===== src/rtl/led_seq_pkg.sv =====
// Shared mode encoding, LED width and pattern helpers for the LED sequencer.
// Latency: combinational helpers only; no backpressure.
package led_seq_pkg;

  localparam int LED_W = 4;

  typedef enum logic [1:0] {
    MODE_OFF   = 2'd0,
    MODE_BLINK = 2'd1,
    MODE_CHASE = 2'd2,
    MODE_COUNT = 2'd3
  } mode_e;

  function automatic mode_e next_mode(input mode_e mode);
    mode_e nxt;
    case (mode)
      MODE_OFF:   nxt = MODE_BLINK;
      MODE_BLINK: nxt = MODE_CHASE;
      MODE_CHASE: nxt = MODE_COUNT;
      default:    nxt = MODE_OFF;
    endcase
    return nxt;
  endfunction

  function automatic logic [LED_W-1:0] led_decode(input mode_e mode, input logic [3:0] step);
    logic [LED_W-1:0] pat;
    case (mode)
      MODE_BLINK: pat = {LED_W{step[0]}};
      MODE_CHASE: pat = LED_W'(1) << step[1:0];
      MODE_COUNT: pat = step[LED_W-1:0];
      default:    pat = '0;
    endcase
    return pat;
  endfunction

endpackage


===== src/rtl/button_debounce.sv =====
// Synchronizes and debounces a raw button, emitting a pulse on each debounced press.
// Latency: press pulse DB+2 cycles after the raw edge; no backpressure.
module button_debounce #(
  parameter int DB = 10
) (
  input  logic i_Clk,
  input  logic i_Rst_n,
  input  logic raw,
  output logic level,
  output logic press
);

  localparam int             CW       = (DB > 1) ? $clog2(DB) : 1;
  localparam logic [CW-1:0]  CNT_LAST = CW'(DB - 1);

  logic          sync_1;
  logic          sync_2;
  logic [1:0]    sync_vld;
  logic          armed;
  logic [CW-1:0] stable_cnt;
  logic          update;

  assign update = (sync_2 != level) && (stable_cnt == CNT_LAST);

  // A button already high at reset release must be seen low (through a filled
  // synchronizer) before any press can be reported.
  always_ff @(posedge i_Clk or negedge i_Rst_n) begin
    if (!i_Rst_n) begin
      sync_1     <= 1'b0;
      sync_2     <= 1'b0;
      sync_vld   <= 2'b00;
      armed      <= 1'b0;
      level      <= 1'b0;
      stable_cnt <= '0;
      press      <= 1'b0;
    end else begin
      sync_1   <= raw;
      sync_2   <= sync_1;
      sync_vld <= {sync_vld[0], 1'b1};
      if (sync_vld[1] && !sync_2 && !level) begin
        armed <= 1'b1;
      end
      press <= update && sync_2 && armed;
      if (sync_2 == level) begin
        stable_cnt <= '0;
      end else if (update) begin
        level      <= sync_2;
        stable_cnt <= '0;
      end else begin
        stable_cnt <= stable_cnt + CW'(1);
      end
    end
  end

endmodule


===== src/rtl/led_pattern_sequencer.sv =====
// Button-driven mode FSM stepping a 4-LED pattern at STEP_HZ.
// Latency: LEDs and mode update on the same edge as the state; no backpressure.
module led_pattern_sequencer #(
  parameter int CLK_HZ      = 25000000,
  parameter int STEP_HZ     = 4,
  parameter int DEBOUNCE_MS = 10
) (
  input  logic       i_Clk,
  input  logic       i_Rst_n,
  input  logic       i_Switch_1,
  output logic [1:0] o_Mode,
  output logic       o_LED_1,
  output logic       o_LED_2,
  output logic       o_LED_3,
  output logic       o_LED_4
);

  import led_seq_pkg::*;

  localparam int            DIV       = CLK_HZ / STEP_HZ;
  localparam int            DB        = (CLK_HZ * DEBOUNCE_MS) / 1000;
  localparam int            TW        = (DIV > 1) ? $clog2(DIV) : 1;
  localparam logic [TW-1:0] TICK_LAST = TW'(DIV - 1);

  generate
    if (DIV < 2) begin : g_bad_div
      $error("led_pattern_sequencer: CLK_HZ/STEP_HZ must be at least 2");
    end
    if (DB < 1) begin : g_bad_db
      $error("led_pattern_sequencer: debounce window must be at least one cycle");
    end
  endgenerate

  logic             btn_level;
  logic             btn_press;
  logic             press_go;
  logic [TW-1:0]    tick_cnt;
  logic [TW-1:0]    cnt_nxt;
  logic             tick;
  mode_e            mode;
  mode_e            mode_nxt;
  logic [3:0]       step;
  logic [3:0]       step_nxt;
  logic [LED_W-1:0] led_q;
  logic [LED_W-1:0] led_nxt;

  button_debounce #(.DB(DB)) u_button_debounce (
    .i_Clk   (i_Clk),
    .i_Rst_n (i_Rst_n),
    .raw     (i_Switch_1),
    .level   (btn_level),
    .press   (btn_press)
  );

  assign press_go = btn_press && btn_level;
  assign tick     = (tick_cnt == TICK_LAST);

  // A press restarts the step timebase and wins over a coincident tick.
  always_comb begin
    mode_nxt = mode;
    step_nxt = step;
    cnt_nxt  = tick ? '0 : tick_cnt + TW'(1);
    if (press_go) begin
      mode_nxt = next_mode(mode);
      step_nxt = '0;
      cnt_nxt  = '0;
    end else if (tick && (mode != MODE_OFF)) begin
      step_nxt = step + 4'd1;
    end
    led_nxt = led_decode(mode_nxt, step_nxt);
  end

  always_ff @(posedge i_Clk or negedge i_Rst_n) begin
    if (!i_Rst_n) begin
      tick_cnt <= '0;
      mode     <= MODE_OFF;
      step     <= '0;
      led_q    <= '0;
    end else begin
      tick_cnt <= cnt_nxt;
      mode     <= mode_nxt;
      step     <= step_nxt;
      led_q    <= led_nxt;
    end
  end

  assign o_Mode  = mode;
  assign o_LED_1 = led_q[0];
  assign o_LED_2 = led_q[1];
  assign o_LED_3 = led_q[2];
  assign o_LED_4 = led_q[3];

endmodule


===== config.mk =====
export PLATFORM = sky130hd
export DESIGN_NAME = led_pattern_sequencer
export DESIGN_NICKNAME = d
export VERILOG_FILES = /design/src/rtl/led_seq_pkg.sv /design/src/rtl/button_debounce.sv /design/src/rtl/led_pattern_sequencer.sv
export SDC_FILE = /design/constraint.sdc
export NUM_CORES = 1
export LEC_CHECK = 0
export ABC_AREA = 0
export BUFFER_PORTS_ARGS = -buffer_cell sky130_fd_sc_hd__buf_2
export CAP_MARGIN = 20
export CORE_MARGIN = 2
export CORE_UTILIZATION = 55
export CTS_CLUSTER_DIAMETER = 120
export DETAILED_ROUTE_END_ITERATION = 16
export PLACE_DENSITY_LB_ADDON = 0.25
export SLEW_MARGIN = 5
export SYNTH_ARGS = -nofsm -noshare
export SYNTH_HDL_FRONTEND = slang
export SYNTH_SLANG_ARGS = --single-unit

===== constraint.sdc =====
create_clock -name i_Clk -period 4.16 [get_ports i_Clk]
set_input_delay 0.832 -clock i_Clk [delete_from_list [all_inputs] [get_ports i_Clk]]
set_output_delay 0.832 -clock i_Clk [all_outputs]
set_load 0.01 [all_outputs]

==> metrics.cfg, run 1 <==
[synth]
synth.top_cell.area_share=0.511
postSynthCellCount=273
synthTopCellsByArea=dfrtp_1 51%, nor2_1 6.3%, xnor2_1 6.2%
syn_area_um2=2840
async_flop_share=1.00
yosysWarnings=0
syn-num-nets=281
synth_enable_flop_cells=0
yosys_register_bits=58
yosys_most_used_dff=dfrtp_1
ys_types=48
synth_top_cell_by_area=dfrtp_1
synth_area_per_cell_um2=10.4
seq_area_frac_synth=0.511

[placed_design]
gp_congestion=0.776
numPortBuffers=8
dp.cells=349
hpwlAfterDp_um=3520
dp_slack_ns=2.02

[die]
core-area_um2=5040
die_h_um=75.9
start_util=0.563
row_count=26
die_x_um=75.9
die_area_um2=5750
io_pins=9

[route]
vias_per_cell=5.44
drc=0
wl_um=5180
ant_nets=0
drt-pass1-iter-count=4
vias=1984
drt_iter0_drc=72
wire_per_inst_um=14.2

[clocking]
ctsResizeCount=0
cts_buffer_depth=2
cts_sinks=58
htreeDepth=3
post_cts_buffers=0
numCtsBuffers=9
cts_tree=done
clock_latency_ns=0.34
root_buffer=clkbuf_8
cts_hold_buf=0
clk_pin_slew_ns=0.07

[critical_path]
slowest_delay_ns=0.80
endpoint_kind=register
crit_fanout=18
arrival_ns=2.30
crit_chain=xor2_1, nand4b_1, o41ai_4, nor2_1
slowest_stage=o41ai_4
path_class=register to register
startpoint_type=register
required_ns=4.33

[sta]
finalCritPeriodShare=0.512
drv_slew=0
finalSetupViolCount=0
finalSetupTns_ns=0
skew_ns=0.0162
fmax_mhz=470
final_hold_viol_count=0
grt_setup_unrepaired=false
worst_pin_slew_ns=0.936
whs_ns=0.360
slew_headroom=0.374
fin_ws_ns=2.03
fin_crit_ns=2.13

[final_layout]
layoutNonFillerInstCount=365
final_common_cell=dfrtp_1
layout_common_cells=58 x dfrtp_1, 48 x nor2_1, 20 x xnor2_1, 17 x nand2_1, 17 x xor2_1
final_nets=298
multi_input_area_um2=1330
nFillCells=405
final-seq-area_um2=1450
antennaDiodeCount=0
syn_to_final_growth_pct=12.1
drive_gt1_frac=0.136

[power]
clkPwrFrac=0.495
swShare=0.221
power.leakage_uw=0.00145
p_comb_frac=0.018
p_int_uw=913
power_switching_uw=260
seq_power_share=0.487
vdd.ir_drop.worst_v=0.000333
pwr_density_cell_nw_per_um2=368

[global_routing]
grt_max_degree=31
antenna_found_initial=0
grt_pass1_vias=1914
gr-usage-all-layers=0.204
grt_first_pass_wirelength_um=8610
overflow=0

[outcome]
status=finished clean

[flow_run]
maxCapViolations=0

[hold_path]
hp-class=register to register

[synthesized netlist by cell type (2+ instances only)]
library cell	n
dfrtp_1	58
nor2_1	48
xnor2_1	20
nand2_1	17
xor2_1	17
nand3_1	14
and3_1	9
nor3_1	9
inv_1	8
nand4_1	7
ha_1	5
nor4_1	5
o21ai_0	5
and2_1	4
nor4_2	4
a21oi_1	3
and4_1	3
o21a_1	3
buf_2	2
nand4b_1	2
o211ai_1	2
or3_1	2
[state kept, by name, indices dropped and copies added (netlist names), 2 cells and up]
signal and cells:
step 4, u_button_debounce.stable_cnt 18, led_q 4, u_button_debounce.sync_vld 2, tick_cnt 23, o_Mode 2
[per-stage QoR]
| stage | utilization | instance area [um2] | power (uW) |
|---|---|---|---|
| 2_1_floorplan | - | 2840 | 590 |
| 3_3_place_gp | 0.587 | 2960 | 603 |
| 3_5_place_dp | 0.587 | 2960 | 604 |
| 4_1_cts | 0.631 | 3180 | 1180 |
| 5_1_grt | 0.631 | 3180 | 1220 |
| 6_report | 0.631 | 3180 | 1170 |
[worst max-delay path, delay by kind of cell (launching register included)]
kind	cells	cell delay, ns
and+or+nand+nor	2	0.38
AOI/OAI and AO/OA	1	0.80
xor gates and xnor gates	1	0.35
DFF	1	0.43
[metal layers]
metal | vias to the layer above | part of all wire | GRT usage
met2 | 36 | 0.49 | 0.315
met1 | 943 | 0.46 | 0.260
met5 | - | 0 | 0
li1 | 995 | - | -
met4 | 0 | 0.014 | 0.0741
met3 | 10 | 0.032 | 0.0807
[final cells by class]
type                    instances  share of cell area
clock inverters                 7              0.0318
inverters                       9              0.0106
clock buffers                   9              0.0389
well taps                      70              0.0275
repair buffers                 10              0.0173
flip-flops and latches         58               0.456
multi-input cells             202               0.418
[final timing paths]
check / cells past startpoint / to / slack [ns] / start
max: 4 / u_button_debounce.stable_cnt[9] / 2.03 / u_button_debounce.level
min: 0 / u_button_debounce.sync_vld[1] / 0.36 / u_button_debounce.sync_vld[0]
max reg2reg: 4 / u_button_debounce.stable_cnt[9] / 2.03 / u_button_debounce.level
min reg2reg: 0 / u_button_debounce.sync_vld[1] / 0.36 / u_button_debounce.sync_vld[0]
max in group asynchronous: 2 / u_button_debounce.stable_cnt[5] / 2.81 / i_Rst_n
min in group asynchronous: 1 / step[3] / 0.52 / i_Rst_n
[kinds of logic after synthesis]
logic type	after synthesis	share of synthesized area
other cells	1	0.00132
buf+inv	13	0.0207
mux	1	0.00396
flops	58	0.511
compound gates	27	0.0749
xor+xnor	37	0.114
simple gates	131	0.252
fa+ha+maj	5	0.0220
[power by group through the flow]
stage | combinational [uW] | sequential [uW] | clock [uW]
detailed placement | 21.8 | 582 | 0
global route | 25.2 | 572 | 619
floorplan | 8.22 | 581 | 0
finish | 20.6 | 571 | 581
global placement | 20.9 | 582 | 0
CTS | 21.9 | 571 | 588
(Power assumes the default switching activity.)
==> inputs of run 2 (changes only) <==
clock period = 1.8 ns   (was 4.16 ns; I/O delays follow)
==> run 2 against run 1 <==
Non-clock buffer count rose by 39; clock power rose to 2.6 times the previous value; via count rose by 8.8%; combinational power rose to 2.9 times the previous value; first-iteration DRC count rose by 78%; die area did not move; critical path type unchanged; largest cell class unchanged.
==> metrics.cfg, run 2 (synthesis results as in run 1) <==
[sta]
finalSetupViolCount=0
final_hold_viol_count=0
fin_crit_ns=1.78
fmax_mhz=562
finalCritPeriodShare=0.988
grt_setup_unrepaired=true
drv_slew=0
slew_headroom=0.662
fin_ws_ns=0.0213
skew_ns=0.0137
worst_pin_slew_ns=0.507

[clocking]
root_buffer=clkbuf_8
clock_latency_ns=0.34
cts_buffer_depth=2
cts_sinks=58
cts_tree=done
numCtsBuffers=9
clk_pin_slew_ns=0.07
htreeDepth=3

[critical_path]
startpoint_type=register
crit_fanout=6
arrival_ns=1.98
required_ns=2.01
endpoint_kind=register
path_class=register to register

[global_routing]
grt_pass1_vias=2062
grt_max_degree=24
overflow=0
gr-usage-all-layers=0.221
grt_first_pass_wirelength_um=9260
antenna_found_initial=0

[die]
row_count=26
io_pins=9
die_x_um=75.9
die_h_um=75.9
start_util=0.563
die_area_um2=5750
core-area_um2=5040

[power]
power.leakage_uw=0.00169
vdd.ir_drop.worst_v=0.000659
pwr_density_cell_nw_per_um2=793

[final_layout]
drive_gt1_frac=0.272
post-route-cell-area_um2=3620
syn_to_final_growth_pct=27.5
final_nets=337
layoutNonFillerInstCount=404
regMostFlops=tick_cnt
largest_reg_flops=23
top_regs=tick_cnt (23), u_button_debounce.stable_cnt (18)
layout_common_cells=57 x dfrtp_1, 48 x nor2_1, 37 x buf_4, 20 x xnor2_1
antennaDiodeCount=0
final_common_cell=dfrtp_1

[route]
drt-pass1-iter-count=4
met2WireLength_um=2900
vias_per_cell=5.34
ant_nets=0
wire_per_inst_um=14.3
drt_iter0_drc=128
dr.max_layer_used=met4
wl_um=5760
vias=2159
drc=0
dr_wl_met3_um=156
wl_met1_um=2600

[placed_design]
dp_slack_ns=-0.0603
placed_area_um2=3230
numPortBuffers=8
hpwlAfterDp_um=3840
gp_congestion=0.808
dp.cells=384

[outcome]
status=finished clean

[hold_path]
hp-class=input pin to register

[flow_run]
maxCapViolations=0

[run 2: changes by cell type in the layout (fill, tap and decap cells not counted), moves of 2 or more]
| cell | before | now |
|---|---|---|
| buf_4 | 2 | 37 |
| nor4_4 | 0 | 3 |
| buf_6 | 0 | 2 |
| nor4_1 | 5 | 2 |
| and4_4 | 0 | 2 |
| and4_1 | 3 | 1 |
[run 2: routing by layer]
metal,vias up,global-route usage
met3,10,0.0741
met2,27,0.340
met1,1052,0.279
met4,0,0.111
li1,1070,-
met5,-,0
[run 2: cell type report]
class                   count  area (um2)
clock buffers               9         124
clock inverters             7         124
fillers                   347        1420
inverters                   9        33.8
multi-input cells         202        1430
flip-flops and latches     58        1450
well taps                  70        87.6
repair buffers             49         370
[run 2: stage by stage]
| step | util | hold slack (ns) | power, uW | setup TNS [ns] |
|---|---|---|---|---|
| 6_report | 0.718 | 0.122 | 2870 | 0 |
| 5_1_grt | 0.718 | 0.101 | 2980 | -0.107 |
| 4_1_cts | 0.697 | 0.102 | 2920 | 0 |
| 3_5_place_dp | 0.641 | 0.336 | 1400 | -0.108 |
| 3_3_place_gp | 0.641 | 0.333 | 1400 | -0.0284 |
| 2_1_floorplan | - | 0.0644 | 1360 | 0 |
[run 2: critical path: stages (launching register included)]
cell and delay, ns:
dfrtp_1 0.42, nor4_4 0.36, nand4_4 0.21, o31a_1 0.37, o2111ai_2 0.17, o211ai_1 0.12
[run 2: worst paths after layout]
kind                                          startpoint                              end  slack [ns]  depth (start not counted)
setup / recovery                             tick_cnt[4]                         led_q[3]        0.02                          5
hold / removal                                i_Switch_1         u_button_debounce.sync_1        0.12                          1
setup reg to reg                             tick_cnt[4]                         led_q[3]        0.02                          5
hold reg to reg            u_button_debounce.sync_vld[0]    u_button_debounce.sync_vld[1]        0.35                          0
max in group asynchronous                        i_Rst_n  u_button_debounce.stable_cnt[1]        0.61                          3
min in group asynchronous                        i_Rst_n                     tick_cnt[21]        0.51                          2
[run 2: where the power goes]
part / switching [uW] / internal [uW]
clock network: 563 / 931
logic: 39.5 / 20.1
registers: 6.76 / 1310
total: 609 / 2260
[run 2: timing repair]
| item | in CTS | in global routing |
|---|---|---|
| hold buffers | 1 | 0 |
| endpoints found under the hold margin | 21 | 0 |
| pin swaps | 1 | 10 |
| setup endpoints to repair | 4 | 17 |
| buffers inserted | 2 | 1 |
| resized for setup | 3 | 18 |
